===== src/rtl/matrix_scan_controller.sv =====
// Row-select sequencer for the 7x5 LED panel: double-buffered frame store,
// blank/show line scanning and a valid/ready frame loader.
module matrix_scan_controller #(
    parameter int DWELL_CYCLES = 1000,
    parameter int BLANK_CYCLES = 8
) (
    input  logic        clk,
    input  logic        reset,
    input  logic        enable,
    input  logic        load_valid,
    input  logic [34:0] load_data,
    output logic        load_ready,
    output logic [2:0]  sel,
    output logic [34:0] frame_out,
    output logic        frame_start
);

    localparam int MAX_CYCLES = (DWELL_CYCLES > BLANK_CYCLES) ? DWELL_CYCLES : BLANK_CYCLES;
    localparam int CW = $clog2(MAX_CYCLES + 1);
    localparam logic [CW-1:0] DWELL_LAST = CW'(DWELL_CYCLES - 1);
    localparam logic [CW-1:0] BLANK_LAST = CW'(BLANK_CYCLES - 1);
    localparam logic [2:0]    LAST_LINE  = 3'd4;
    localparam logic [2:0]    SEL_OFF    = 3'b111;

    typedef enum logic [1:0] {
        IDLE  = 2'd0,
        BLANK = 2'd1,
        SHOW  = 2'd2
    } state_t;

    state_t         state_q, state_d;
    logic [2:0]     line_q, line_d;
    logic [CW-1:0]  cnt_q, cnt_d;
    logic [34:0]    pend_q, pend_d;
    logic           pend_full_q, pend_full_d;
    logic [34:0]    frame_q, frame_d;
    logic           frame_start_q, frame_start_d;
    logic           dwell_done;
    logic           blank_done;
    logic           frame_boundary;

    assign dwell_done     = (cnt_q == DWELL_LAST);
    assign blank_done     = (cnt_q == BLANK_LAST);
    assign frame_boundary = (state_q == SHOW) && dwell_done && (line_q == LAST_LINE);

    always_ff @(posedge clk) begin
        if (reset) begin
            state_q       <= IDLE;
            line_q        <= 3'd0;
            cnt_q         <= '0;
            pend_q        <= '0;
            pend_full_q   <= 1'b0;
            frame_q       <= '0;
            frame_start_q <= 1'b0;
        end else begin
            state_q       <= state_d;
            line_q        <= line_d;
            cnt_q         <= cnt_d;
            pend_q        <= pend_d;
            pend_full_q   <= pend_full_d;
            frame_q       <= frame_d;
            frame_start_q <= frame_start_d;
        end
    end

    always_comb begin
        state_d       = state_q;
        line_d        = line_q;
        cnt_d         = cnt_q;
        pend_d        = pend_q;
        pend_full_d   = pend_full_q;
        frame_d       = frame_q;
        frame_start_d = 1'b0;

        case (state_q)
            IDLE: begin
                cnt_d  = '0;
                line_d = 3'd0;
                if (enable) begin
                    state_d = BLANK;
                end
            end
            BLANK: begin
                if (blank_done) begin
                    state_d       = SHOW;
                    cnt_d         = '0;
                    frame_start_d = (line_q == 3'd0);
                end else begin
                    cnt_d = cnt_q + CW'(1);
                end
            end
            SHOW: begin
                if (dwell_done) begin
                    state_d = BLANK;
                    cnt_d   = '0;
                    line_d  = (line_q == LAST_LINE) ? 3'd0 : line_q + 3'd1;
                end else begin
                    cnt_d = cnt_q + CW'(1);
                end
            end
            default: begin
                state_d = IDLE;
                cnt_d   = '0;
                line_d  = 3'd0;
            end
        endcase

        // Disabling overrides any scan progress; re-enable restarts at line 0.
        if (!enable) begin
            state_d       = IDLE;
            line_d        = 3'd0;
            cnt_d         = '0;
            frame_start_d = 1'b0;
        end

        // Promotion needs a full slot and capture an empty one, so they never collide.
        if (pend_full_q && (frame_boundary || state_q == IDLE)) begin
            frame_d     = pend_q;
            pend_full_d = 1'b0;
        end else if (load_valid && !pend_full_q) begin
            pend_d      = load_data;
            pend_full_d = 1'b1;
        end
    end

    assign sel         = (state_q == SHOW) ? line_q : SEL_OFF;
    assign load_ready  = !pend_full_q;
    assign frame_out   = frame_q;
    assign frame_start = frame_start_q;

endmodule


===== config.mk =====
export PLATFORM = sky130hd
export DESIGN_NAME = matrix_scan_controller
export DESIGN_NICKNAME = d
export VERILOG_FILES = /design/src/rtl/matrix_scan_controller.sv
export SDC_FILE = /design/constraint.sdc
export NUM_CORES = 1
export LEC_CHECK = 0
export ABC_AREA = 1
export CAP_MARGIN = 5
export CORE_ASPECT_RATIO = 1.2
export CORE_MARGIN = 3
export CORE_UTILIZATION = 54
export CTS_CLUSTER_DIAMETER = 80
export DETAILED_ROUTE_END_ITERATION = 7
export GPL_ROUTABILITY_DRIVEN = 1
export PLACE_DENSITY_LB_ADDON = 0.25
export SLEW_MARGIN = 20
export SYNTH_ARGS = -nofsm -noshare
export SYNTH_HDL_FRONTEND = slang
export SYNTH_SLANG_ARGS = --single-unit

===== constraint.sdc =====
create_clock -name clk -period 2.17 [get_ports clk]
set_input_delay 0.3255 -clock clk [delete_from_list [all_inputs] [get_ports clk]]
set_output_delay 0.3255 -clock clk [all_outputs]
set_load 0.02 [all_outputs]

Word-level counts from Yosys, hierarchy flattened --
Index checks and enable logic that the tools add are counted.
Word-level totals: output and inout bits 40, register bits after elaboration 87, word-level logic and storage cells 44
Operators by class: muxes and demuxes 10, bitwise logic cells 4, equal/unequal tests 7, $add $sub $neg 2, reductions and logical operators 14
Operator list (count):
- two-way mux 10 bit | 2
- case mux 10 bit (2 select lines) | 1
- adder 10 x 1 -> 10 bit (second input constant) | 1
- equality test 10 bit (second input constant) | 1
- equality test 10 x 3 -> 1 bit (second input constant) | 1
- two-way mux 3 bit | 3
- case mux 2 bit (3 select lines) | 1
- case mux 3 bit (2 select lines) | 1
- AND reduction 2 bit | 3
- logical AND 1 bit | 4
- two-way mux 2 bit | 2
- != test 2 bit (second input constant) | 2
- inverter 1 bit | 4
- OR reduction 2 bit | 2
- OR reduction 4 bit | 1
- adder 3 x 1 -> 3 bit (second input constant) | 1
- equality test 3 bit (second input constant) | 1
- zero test 3 bit | 1
- equality test 2 x 1 -> 1 bit (second input constant) | 1
- equality test 2 bit (second input constant) | 1
- zero test 2 bit | 1
- zero test 1 bit | 1
- logical OR 1 bit | 1

Depth between registers and ports, before layout --
word-level depth 7, mapped depth 11

Worst setup path after synthesis --
No wires, ideal clock.
kind flip-flop to flip-flop, start register state_q[0], end register frame_q[0], in the netlist frame_out[0], path buffers 2, stages on the path, launching flop included 11, arrival time 1.362 ns, setup time 0.115 ns, data required time 2.055 ns, path slack 0.693 ns, cell sequence dfxtp_1 > inv_1 > ha_1 > buf_4 > inv_1 > nor2_2 > nand3_4 > nand2_8 > buf_12 > a21oi_1 > nor2_1
On the way: word-level cells in the longest chain between the ends 5, elaborated cells on any way between the ends 6, classes of those cells 1 x eq/ne; 5 x reduce/logical
RTL lines:
- start: declaration | line 31 | state_t state_q, state_d;
- start signal: assignment | line 56 | state_q <= state_d;
- equality test 2 bit | line 44 | assign frame_boundary = (state_q == SHOW) && dwell_done && (line_q == LAST_LINE);
- logical AND 1 bit (2 in series) | line 44
- logical OR 1 bit (*) | line 117 | if (pend_full_q && (frame_boundary || state_q == IDLE)) begin
- logical AND 1 bit (*) | line 117
- end signal: assignment | line 61 | frame_q <= frame_d;
- end: declaration | line 36 | logic [34:0] frame_q, frame_d;
Every way passes the cells marked *; elsewhere a longest branch is shown, timed or not. A chain may end at the register's enable or synchronous reset.

Worst setup path after layout --
start register state_q[0], end output port sel[2]
On the way: word-level cells in the longest chain between the ends 2
RTL lines:
- equality test 2 bit | line 126 | assign sel = (state_q == SHOW) ? line_q : SEL_OFF;
- two-way mux 3 bit | line 126
- end: declaration | line 13 | output logic [2:0] sel,
Every way passes these cells.

==> impl_metrics.toml <==
[job]
maxCapViolations = 0

[timing]
slew_violations = 0
timing.final.crit_share_pct = 86.39
setup_violations = 0
setup-tns-final_ns = 0
period_minus_slack_ns = 1.875
slew_headroom_pct = 53.46
rsz0062_at_grt = "no"
max_freq_ghz = 0.5334
worstMarginPinSlew_ns = 0.6982
finalHoldViolations = 0
clock_skew_ns = 0.01094

[worst_setup_path]
r2r_end = "frame_out[34]"
required_ns = 1.84
crit_path_start_kind = "flip-flop"
reg2reg_setup_slack_ns = 0.32
critPathCaptureType = "output port"
arrival_ns = 1.55
crit_type = "flip-flop to output port"
reg2reg_from = "state_q[0]"
reg2reg_depth = 9
cp_max_fo = 8

[drt]
drtIter0Drc = 147
wirelength_um = 7557
antenna_left = 0
vias_per_cell = 4.949
route.detailed.drc = 0
firstDrtPassIters = 4
post_drt_wl_per_cell_um = 12.11
dr_total_vias = 3088

[die]
start_util_pct = 56.71
rows = 32
dieHeight_um = 96.69
die_x_um = 81.58
coreArea_um2 = 6526
dieArea_um2 = 7887
ios = 79

[placement]
portBuffers = 78
place_congestion = 0.8600
hpwl_um = 4994

[power_and_ir_drop]
powerDensity_nw_per_um2 = 742.1
p_leak_nw = 1.772
power.total_w = 0.003396
vdd_drop_max_v = 0.0003926

[synthesis]
synth_fp_nets = 517
yosys_warnings = 0
synth_seq_cells = 87
syn_inst = 471
ys_types = 29
seq_area_frac_synth_pct = 47.06
syn_area_per_cell_um2 = 7.858
netlist_area_um2 = 3701

[cts]
root_buffer = "clkbuf_8"
numClockSinks = 87
h-tree-depth = 3
clock_path_buffers = 2
cts_made_buffers = 9
cts_setup_buffers = 0
clk_pin_slew_ns = 0.09
clkLatencyLatePin_ns = 0.35
cts_tree = "done"

[worst_hold_path]
min_to = "pend_q[22]"
hp-start = "pend_q[22]"
whs_path_depth = 2
hp-class = "flip-flop to flip-flop"

[outcome]
status = "finished, final reports clean"

[global_routing]
track_usage_pct = 19.82
grt_pass1_vias = 2735
antenna_found_initial = 0
grt_pass1_wl_um = 12530
overflow = 0
grt_max_degree = 73

[final_layout]
drive_gt1_share_pct = 6.494
area_growth_pct = 23.66
diodes = 0
layout_common_cells = "86 x dfxtp_1, 75 x clkdlybuf4s50_1, 73 x a21oi_1, 59 x nand2_1, 57 x nor2_1"
fin_nets = 580
layout_commonest_cell = "dfxtp_1"
==> worst max-delay path, stage by stage, from the launching register on <==
cell           delay, ns
dfxtp_1             0.39
inv_1               0.08
ha_1                0.30
nand2_1             0.11
dlygate4sd2_1       0.33
==> kinds of logic (layout without fill, tap and decap cells) <==
logic type / Yosys count / after routing / share of synthesized area, %
AO/OA/AOI/OAI: 113 / 113 / 15.45
adder cells (fa/ha/maj): 7 / 7 / 2.366
buffers and inverters: 81 / 149 / 11.87
AND/OR/NAND/NOR: 176 / 176 / 21.60
XOR/XNOR: 7 / 7 / 1.657
flip-flops: 87 / 87 / 47.06
==> cell type report <==
class                           instances  area, um^2
Tap cell                               85       106.4
Sequential cell                        87        1743
Fill cell                             524        1949
Clock inverter                          6       45.04
Inverter                               50       187.7
Timing Repair Buffer                   83       834.6
Clock buffer                           10       137.6
Multi-Input combinational cell        303        1523
==> power by group <==
| part | switching (W) | internal [W] | leakage [nW] | total, W |
|---|---|---|---|---|
| Combinational | 0.000325 | 0.000274 | 0.972 | 0.000599 |
| Clock | 0.000589 | 0.000451 | 0.0849 | 0.00104 |
| Sequential | 0.0000463 | 0.00171 | 0.716 | 0.00176 |
==> cell usage after synthesis, drive strengths merged <==
cell | number | area (um^2)
ha | 7 | 87.58
xnor2 | 2 | 17.52
nand3b | 1 | 7.510
nor2 | 60 | 242.7
dfxtp | 87 | 1742
a21oi | 74 | 374.1
o21bai | 1 | 7.510
xor2 | 5 | 43.79
inv | 49 | 183.9
clkinv | 1 | 3.750
clkbuf | 13 | 58.80
nand3 | 48 | 267.8
nand4 | 3 | 18.77
buf | 18 | 192.7
or2 | 1 | 6.260
nand2 | 62 | 251.5
o21ai | 38 | 190.2
nor3 | 1 | 5.000
==> metrics by stage <==
step / hold WS [ns] / setup WS [ns] / util, % / instances / area [um^2]
floorplan: 0.4300 / 0.6930 / - / 471 / 3701
global placement: 0.4371 / 0.4300 / 67.27 / 608 / 4390
detailed placement: 0.4438 / 0.3269 / 67.27 / 608 / 4390
CTS: 0.4577 / 0.0004661 / 70.05 / 624 / 4572
global route: 0.4756 / 0.1605 / 70.13 / 624 / 4577
finish: 0.4530 / 0.2954 / 70.13 / 624 / 4577
==> timing repair <==
| action | 4_1_cts | 5_1_grt |
|---|---|---|
| hold buffers | 0 | 0 |
| resized for setup | 1 | 2 |
| setup endpoints to repair | 1 | 2 |
==> state kept, by name, summed over array words and instances (netlist names) <==
signal	cells
cnt_q	10
state_q	2
pend_q	35
frame_out	35
frame_start	1
pend_full_q	1
line_q	3
==> worst max-delay path by stage <==
| stage | start | endpoint | slack (ns) | cells after the start |
|---|---|---|---|---|
| 6_report | state_q[0] | sel[2] | 0.30 | 4 |
| 5_1_grt | state_q[0] | frame_out[0] | 0.16 | 9 |
| 4_1_cts | state_q[0] | sel[0] | 0.0005 | 4 |
| 3_5_place_dp | state_q[0] | frame_out[22] | 0.33 | 9 |
| 3_3_place_gp | state_q[0] | frame_out[33] | 0.43 | 9 |
| 2_1_floorplan | state_q[0] | frame_out[0] | 0.69 | 10 |
==> metal layers <==
metal  track usage (%)  routed length (um)  up-vias
met3             3.352                 292       10
met2             30.99                3601       50
met1             26.56                3515     1381
met4             8.696                 147        0
li1                  -                   -     1647
met5                 0                   0        -
(Power assumes the default switching activity.)
